**config.mk**
```make
export PLATFORM = sky130hd
export DESIGN_NAME = reg_write_arbiter
export DESIGN_NICKNAME = d
export VERILOG_FILES = /design/src/rtl/reg_write_arbiter.sv
export SDC_FILE = /design/constraint.sdc
export NUM_CORES = 1
export LEC_CHECK = 0
export CAP_MARGIN = 10
export CORE_MARGIN = 2
export CORE_UTILIZATION = 31
export CTS_CLUSTER_DIAMETER = 80
export DETAILED_ROUTE_END_ITERATION = 12
export PLACE_DENSITY_LB_ADDON = 0.08
export SETUP_SLACK_MARGIN = 0.4
export SLEW_MARGIN = 20
export SYNTH_ARGS = -nofsm -noshare
export SYNTH_HDL_FRONTEND = slang
export SYNTH_SLANG_ARGS = --single-unit
```
**constraint.sdc**
```tcl
create_clock -name clk -period 5.52 [get_ports clk]
set_input_delay 1.104 -clock clk [delete_from_list [all_inputs] [get_ports clk]]
set_output_delay 1.104 -clock clk [all_outputs]
set_load 0.01 [all_outputs]
```
**src/rtl/reg_write_arbiter.sv**
```systemverilog
// Round-robin arbiter sharing one register-bank write port between 4 requesters,
// with capped lock bursts. Define REG_ARB_FIXED_PRIO_EN for fixed priority (req[0] highest).
module reg_write_arbiter #(
    parameter int WIDTH     = 8,
    parameter int ADDR_W    = 3,
    parameter int MAX_BURST = 4
) (
    input  logic                  clk,
    input  logic                  rst,
    input  logic [3:0]            req,
    input  logic [3:0]            lock,
    input  logic [4*ADDR_W-1:0]   req_addr,
    input  logic [4*WIDTH-1:0]    req_data,
    output logic [3:0]            gnt,
    output logic                  wr_we,
    output logic [ADDR_W-1:0]     wr_addr,
    output logic [WIDTH-1:0]      wr_data,
    output logic                  busy
);

    localparam logic [4:0] MAX_B   = 5'(MAX_BURST);
    localparam bit         LOCK_EN = (MAX_BURST > 1);

    typedef enum logic {
        OPEN,
        LOCKED
    } state_t;

    state_t              state_reg, state_next;
    logic [1:0]          holder_reg, holder_next;
    logic [3:0]          burst_cnt_reg, burst_cnt_next;
    logic                wr_we_reg;
    logic [ADDR_W-1:0]   wr_addr_reg;
    logic [WIDTH-1:0]    wr_data_reg;

    logic [ADDR_W-1:0]   addr_arr [4];
    logic [WIDTH-1:0]    data_arr [4];
    logic [1:0]          scan_base;
    logic [3:0]          rr_gnt;
    logic                rr_found;
    logic                lock_hold;
    logic [1:0]          win_idx;
    logic                transfer;

    generate
        for (genvar gi = 0; gi < 4; gi++) begin : g_unpack
            assign addr_arr[gi] = req_addr[gi*ADDR_W +: ADDR_W];
            assign data_arr[gi] = req_data[gi*WIDTH +: WIDTH];
        end
    endgenerate

`ifdef REG_ARB_FIXED_PRIO_EN
    assign scan_base = 2'd0;
`else
    logic [1:0] ptr_reg, ptr_next;

    // The requester just served is scanned last on the next arbitration.
    assign ptr_next  = transfer ? (win_idx + 2'd1) : ptr_reg;
    assign scan_base = ptr_reg;

    always_ff @(posedge clk) begin
        if (rst) begin
            ptr_reg <= 2'd0;
        end else begin
            ptr_reg <= ptr_next;
        end
    end
`endif

    always_comb begin
        rr_gnt   = '0;
        rr_found = 1'b0;
        for (int k = 0; k < 4; k++) begin
            if (!rr_found && req[scan_base + 2'(k)]) begin
                rr_gnt[scan_base + 2'(k)] = 1'b1;
                rr_found                  = 1'b1;
            end
        end
    end

    assign lock_hold = (state_reg == LOCKED) && req[holder_reg] &&
                       ({1'b0, burst_cnt_reg} < MAX_B);

    always_comb begin
        gnt = '0;
        if (!rst) begin
            gnt = lock_hold ? (4'b0001 << holder_reg) : rr_gnt;
        end
    end

    always_comb begin
        win_idx = 2'd0;
        for (int k = 0; k < 4; k++) begin
            if (gnt[k]) begin
                win_idx = 2'(k);
            end
        end
    end

    assign transfer = |gnt;

    always_comb begin
        state_next     = state_reg;
        holder_next    = holder_reg;
        burst_cnt_next = burst_cnt_reg;
        if (transfer) begin
            if (state_reg == LOCKED && win_idx == holder_reg) begin
                if (lock[win_idx] && ({1'b0, burst_cnt_reg} + 5'd1 < MAX_B)) begin
                    burst_cnt_next = burst_cnt_reg + 4'd1;
                end else begin
                    state_next     = OPEN;
                    holder_next    = 2'd0;
                    burst_cnt_next = 4'd0;
                end
            end else if (lock[win_idx] && LOCK_EN) begin
                // A fresh lock (also after a holder dropped out) starts a new burst.
                state_next     = LOCKED;
                holder_next    = win_idx;
                burst_cnt_next = 4'd1;
            end else begin
                state_next     = OPEN;
                holder_next    = 2'd0;
                burst_cnt_next = 4'd0;
            end
        end else if (state_reg == LOCKED && !req[holder_reg]) begin
            state_next     = OPEN;
            holder_next    = 2'd0;
            burst_cnt_next = 4'd0;
        end
    end

    always_ff @(posedge clk) begin
        if (rst) begin
            state_reg     <= OPEN;
            holder_reg    <= 2'd0;
            burst_cnt_reg <= 4'd0;
            wr_we_reg     <= 1'b0;
            wr_addr_reg   <= '0;
            wr_data_reg   <= '0;
        end else begin
            state_reg     <= state_next;
            holder_reg    <= holder_next;
            burst_cnt_reg <= burst_cnt_next;
            wr_we_reg     <= transfer;
            if (transfer) begin
                wr_addr_reg <= addr_arr[win_idx];
                wr_data_reg <= data_arr[win_idx];
            end
        end
    end

    assign wr_we   = wr_we_reg;
    assign wr_addr = wr_addr_reg;
    assign wr_data = wr_data_reg;
    assign busy    = (state_reg == LOCKED);

endmodule

```
==> results.md <==
Timing:
- At the pin with the least slew margin, the transition time is ~620 ps.
- Measured against its own limit, the worst slew margin works out to between 50% and 60%.
- The number of failing setup endpoints in the final timing report is 0.
- The count of pins over their slew limit was 0.
- The number of hold violations in the final report is 0.
- The worst clock skew is 5.54 ps.
- The maximum frequency from static timing analysis is between 0.2 and 0.25 GHz.
- Setup total negative slack on the finished layout was measured at 0 ps.
- The worst path in the final design needs a cycle of a little under 5000 ps, including I/O delays and setup.
- Setup repair after global routing left no endpoint under its margin.
- The period utilization is about nine tenths.

Power and ir drop:
- Net switching is 47.6% of the power.
- Per report_power, the combinational group accounts for just over 70% of the total.
- The power spent charging and discharging nets is around 630 uW.
- The worst ir drop on vdd is slightly below 0.3 mV.
- The total power divided by cell area is approximately 480 nW/um^2.
- The internal portion of the total power is slightly below 700 uW.
- The proportion of power drawn by flip-flops and latches is 19.7%.
- The analysis attributes to cell leakage a power of 0.976 nW.
- The fraction of power consumed by the clock network is around 8%.
- Total power for the finished layout comes to ~1.3 mW.

Clock network:
- TritonCTS built the clock tree.
- Buffers inserted during clock tree synthesis total 3.
- The clock net in this run drives a total of 21 sinks.
- CTS built an H-tree with a depth of 1.
- The largest buffer count on any clock path is 2.
- The clock latency on the worst-skew pair is ~260 ps.
- Clock-pin slew was measured on the worst setup and hold paths at roughly 80 ps.
- The root cell of the clock tree is clkbuf_8.

Hold path:
- The class of the tightest hold or removal check is flop to flop.
- Counting instances, the worst hold path has a depth of 2.
- The worst hold path begins at burst_cnt_reg[1]$_SDFFE_PP0P_.
- For hold timing, the worst endpoint is burst_cnt_reg[1]$_SDFFE_PP0P_.

Worst setup path:
- In this run the critical register-to-register path is captured at holder_reg[0]$_SDFFE_PP0P_.
- The maximum net fanout on the critical path is 10.
- STA classifies the critical path endpoint as an output port.
- The arrival time at the worst endpoint is between 3000 and 4000 ps.
- The number of buffers and inverters on the critical path is 2.
- The critical path goes through clkdlybuf4s50_1 -> or3b_1 -> a2111oi_4 -> o21ai_1 -> a311oi_4 -> clkdlybuf4s50_1.
- The worst register-to-register path begins at ptr_reg[0]$_SDFFE_PP0P_.
- The most repeated library cell on the critical path is clkdlybuf4s50_1.
- The slowest stage of the critical path belongs to the cell clkdlybuf4s50_1.
- For the worst flop-to-flop path, the logic depth is 13.
- The worst setup path is launched from an input pin.
- The required time of the critical path is approximately 4400 ps.
- In this design, the stage delay of the slowest critical-path cell is approximately 670 ps.
- The worst setup path is of the input pin to output port kind.
- Setup slack on the worst reg-to-reg path comes out at roughly 1300 ps.
- Broken down by cell family, the worst path's largest delay share belongs to buffers and inverters.

Die:
- The floorplan die width is slightly above 80 um.
- The area of the die is approximately 6700 sq um.
- Pin placement for this block handled 71 I/O pins.
- The core area is between 5000 and 6000 sq um.
- The floorplan has 28 rows.
- The die is 81.6 um tall.
- For this configuration, the core starts out at a cell density of 31.9%.

Finish:
- The library cell used most frequently in the layout, excluding fill and tap cells, is clkdlybuf4s50_1.
- The flip-flop count of the largest register after layout is 8.
- The fraction of layout cells with a size suffix above 1 is between 8 and 9%.
- The number of antenna diodes is 0.
- In the layout the commonest cells are clkdlybuf4s50_1 (70), nor2_1 (32), a211oi_1 (23).
- The final layout contains between 300 and 400 nets.
- The total non-filler cell area in the finished layout is roughly 2700 sq um.
- The area added between synthesis and finish is 45.7%.

Synth:
- For this run, the leading register cell type out of synthesis is dfxtp_1.
- After synthesis, the netlist uses 49 different library cells.
- When the netlist entered floorplanning its net count stood at 288.
- The number of instances in the synthesized netlist is between 200 and 250.
- The share of synthesized registers carrying an async set or reset is 0%.
- By area the synthesized netlist is led by dfxtp_1 (23%), a211oi_1 (9.3%), mux2i_1 (7.0%).
- The synthesis warning total is 0.
- In this run, synthesis inferred 0 flip-flops with an integrated enable.
- The biggest area contributor in the post-synthesis netlist is dfxtp_1.
- Summing every instance area after synthesis gives between 1500 and 2000 sq um.
- The share of the Yosys chip area taken by registers is 22.5%.
- The area share of the largest cell type after synthesis is between 20 and 25%.
- The mean post-synth cell area is between 8 and 9 sq um.
- After synthesis the netlist holds a flip-flop and latch count of 21.

Drt:
- The number of iterations in the first detailed-routing pass is 4.
- In the final routed layout, each cell accounts on average for between 15 and 20 um.
- The total routed wirelength is approximately 5500 um.
- The detail route stage leaves a number of antenna-violating nets equal to 0.
- In the routed layout, each cell is associated on average with a via count of approximately 5.3.
- The DRC marker count from the first detailed-route iteration is 82.
- In the routed design, unresolved DRC markers number 0.
- Summing over every cut layer, the via total after detailed routing is approximately 1900.

Run:
- Across the run, the number of max-cap violations was 0.

Global route:
- The via count of the first global-routing pass is 1763.
- Summed over all layers, the global routing overflow is 0.
- The global-route total usage across every layer is between 10% and 20%.
- The number of antenna violations at the first check in global routing is 0.
- The first-pass GRT wire length is 8660 um.
- The largest net degree at the start of global routing is 29.

Outcome:
- The run finished with clean final reports.

Place:
- Once placement finished, the instance area stood at around 2600 sq um.
- Port buffering added 70 buffers.
- Routability-driven placement finished with a final weighted congestion of between 0.8 and 0.9.
- The wire-length estimate of the detail-placed layout is 4220 um.
[stage by stage]
stage	cells	utilization, %	hold slack, ps	setup slack, ps
finish	366	46.5	489	623
global route	366	46.5	504	469
CTS	366	46.0	487	577
detailed placement	362	45.2	475	586
global placement	362	45.2	474	595
floorplan	225	-	449	1380
[tightest hold or removal path: stages, from the launching register on]
cell	delay, ps
dfxtp_1	340
nand2_1	60
a21oi_1	50
[timing repair]
action / 4_1_cts / 5_1_grt
hold buffers: 0 / 0
resized for setup: 0 / 2
endpoints found under the setup margin: 0 / 2
buffers inserted: 0 / 0
[routing by layer]
layer  wire length [um]  GRT usage (%)  vias up
met2               2740           27.6       47
li1                   -              -      977
met4                 40           2.50        0
met5                  0              0        -
met3                222           2.86        4
met1               2530           22.8      907
[worst max-delay path by stage]
stage	startpoint	to	slack (ps)	cells after the start
4_1_cts	req[3]	gnt[3]	580	6
3_3_place_gp	req[3]	gnt[3]	600	6
5_1_grt	req[3]	gnt[0]	470	7
3_5_place_dp	req[3]	gnt[3]	590	6
6_report	req[3]	gnt[3]	620	6
2_1_floorplan	req[1]	gnt[3]	1380	6
[cell families after synthesis]
kind of cell	Yosys count	share of synthesized area (%)
DFF	21	22.5
muxes	18	13.0
and+or+nand+nor	83	23.3
adders and majority gates	9	6.04
buffers and inverters	25	6.44
AOI/OAI and AO/OA	69	28.6
[cells in the mapped netlist (2+ instances only)]
master,count
dfxtp_1,21
mux4_2,5
nand4b_1,2
mux2i_1,13
or3b_1,3
o31a_1,4
nor2b_1,5
nor2_1,32
clkbuf_1,8
o21bai_1,2
o41ai_1,2
inv_2,2
buf_6,3
a22oi_1,3
inv_1,9
nand2_1,8
and2_1,4
o21ai_1,2
nor3_1,13
nand3_1,2
o21a_1,3
ha_1,9
nand3b_1,4
nand2b_1,6
a2111oi_2,2
buf_2,3
a21oi_1,8
a211oi_1,23
o21ai_0,3
a21o_1,2
[power groups by stage]
stage	Sequential (mW)	Clock, mW	Combinational, mW
after floorplan	0.265	0	0.638
after global placement	0.261	0	0.957
after detailed placement	0.262	0	0.952
after CTS	0.259	0.109	0.955
after global routing	0.268	0.115	1.05
final	0.259	0.104	0.953
[area by class of cell]
class,count,area (sq um)
Sequential cell,21,420
Inverter,11,41.3
Fill cell,583,3130
Tap cell,75,93.8
Clock inverter,1,5.00
Clock buffer,3,41.3
Multi-Input combinational cell,179,1370
Timing Repair Buffer,76,746
Power figures use the tool's default switching activity.
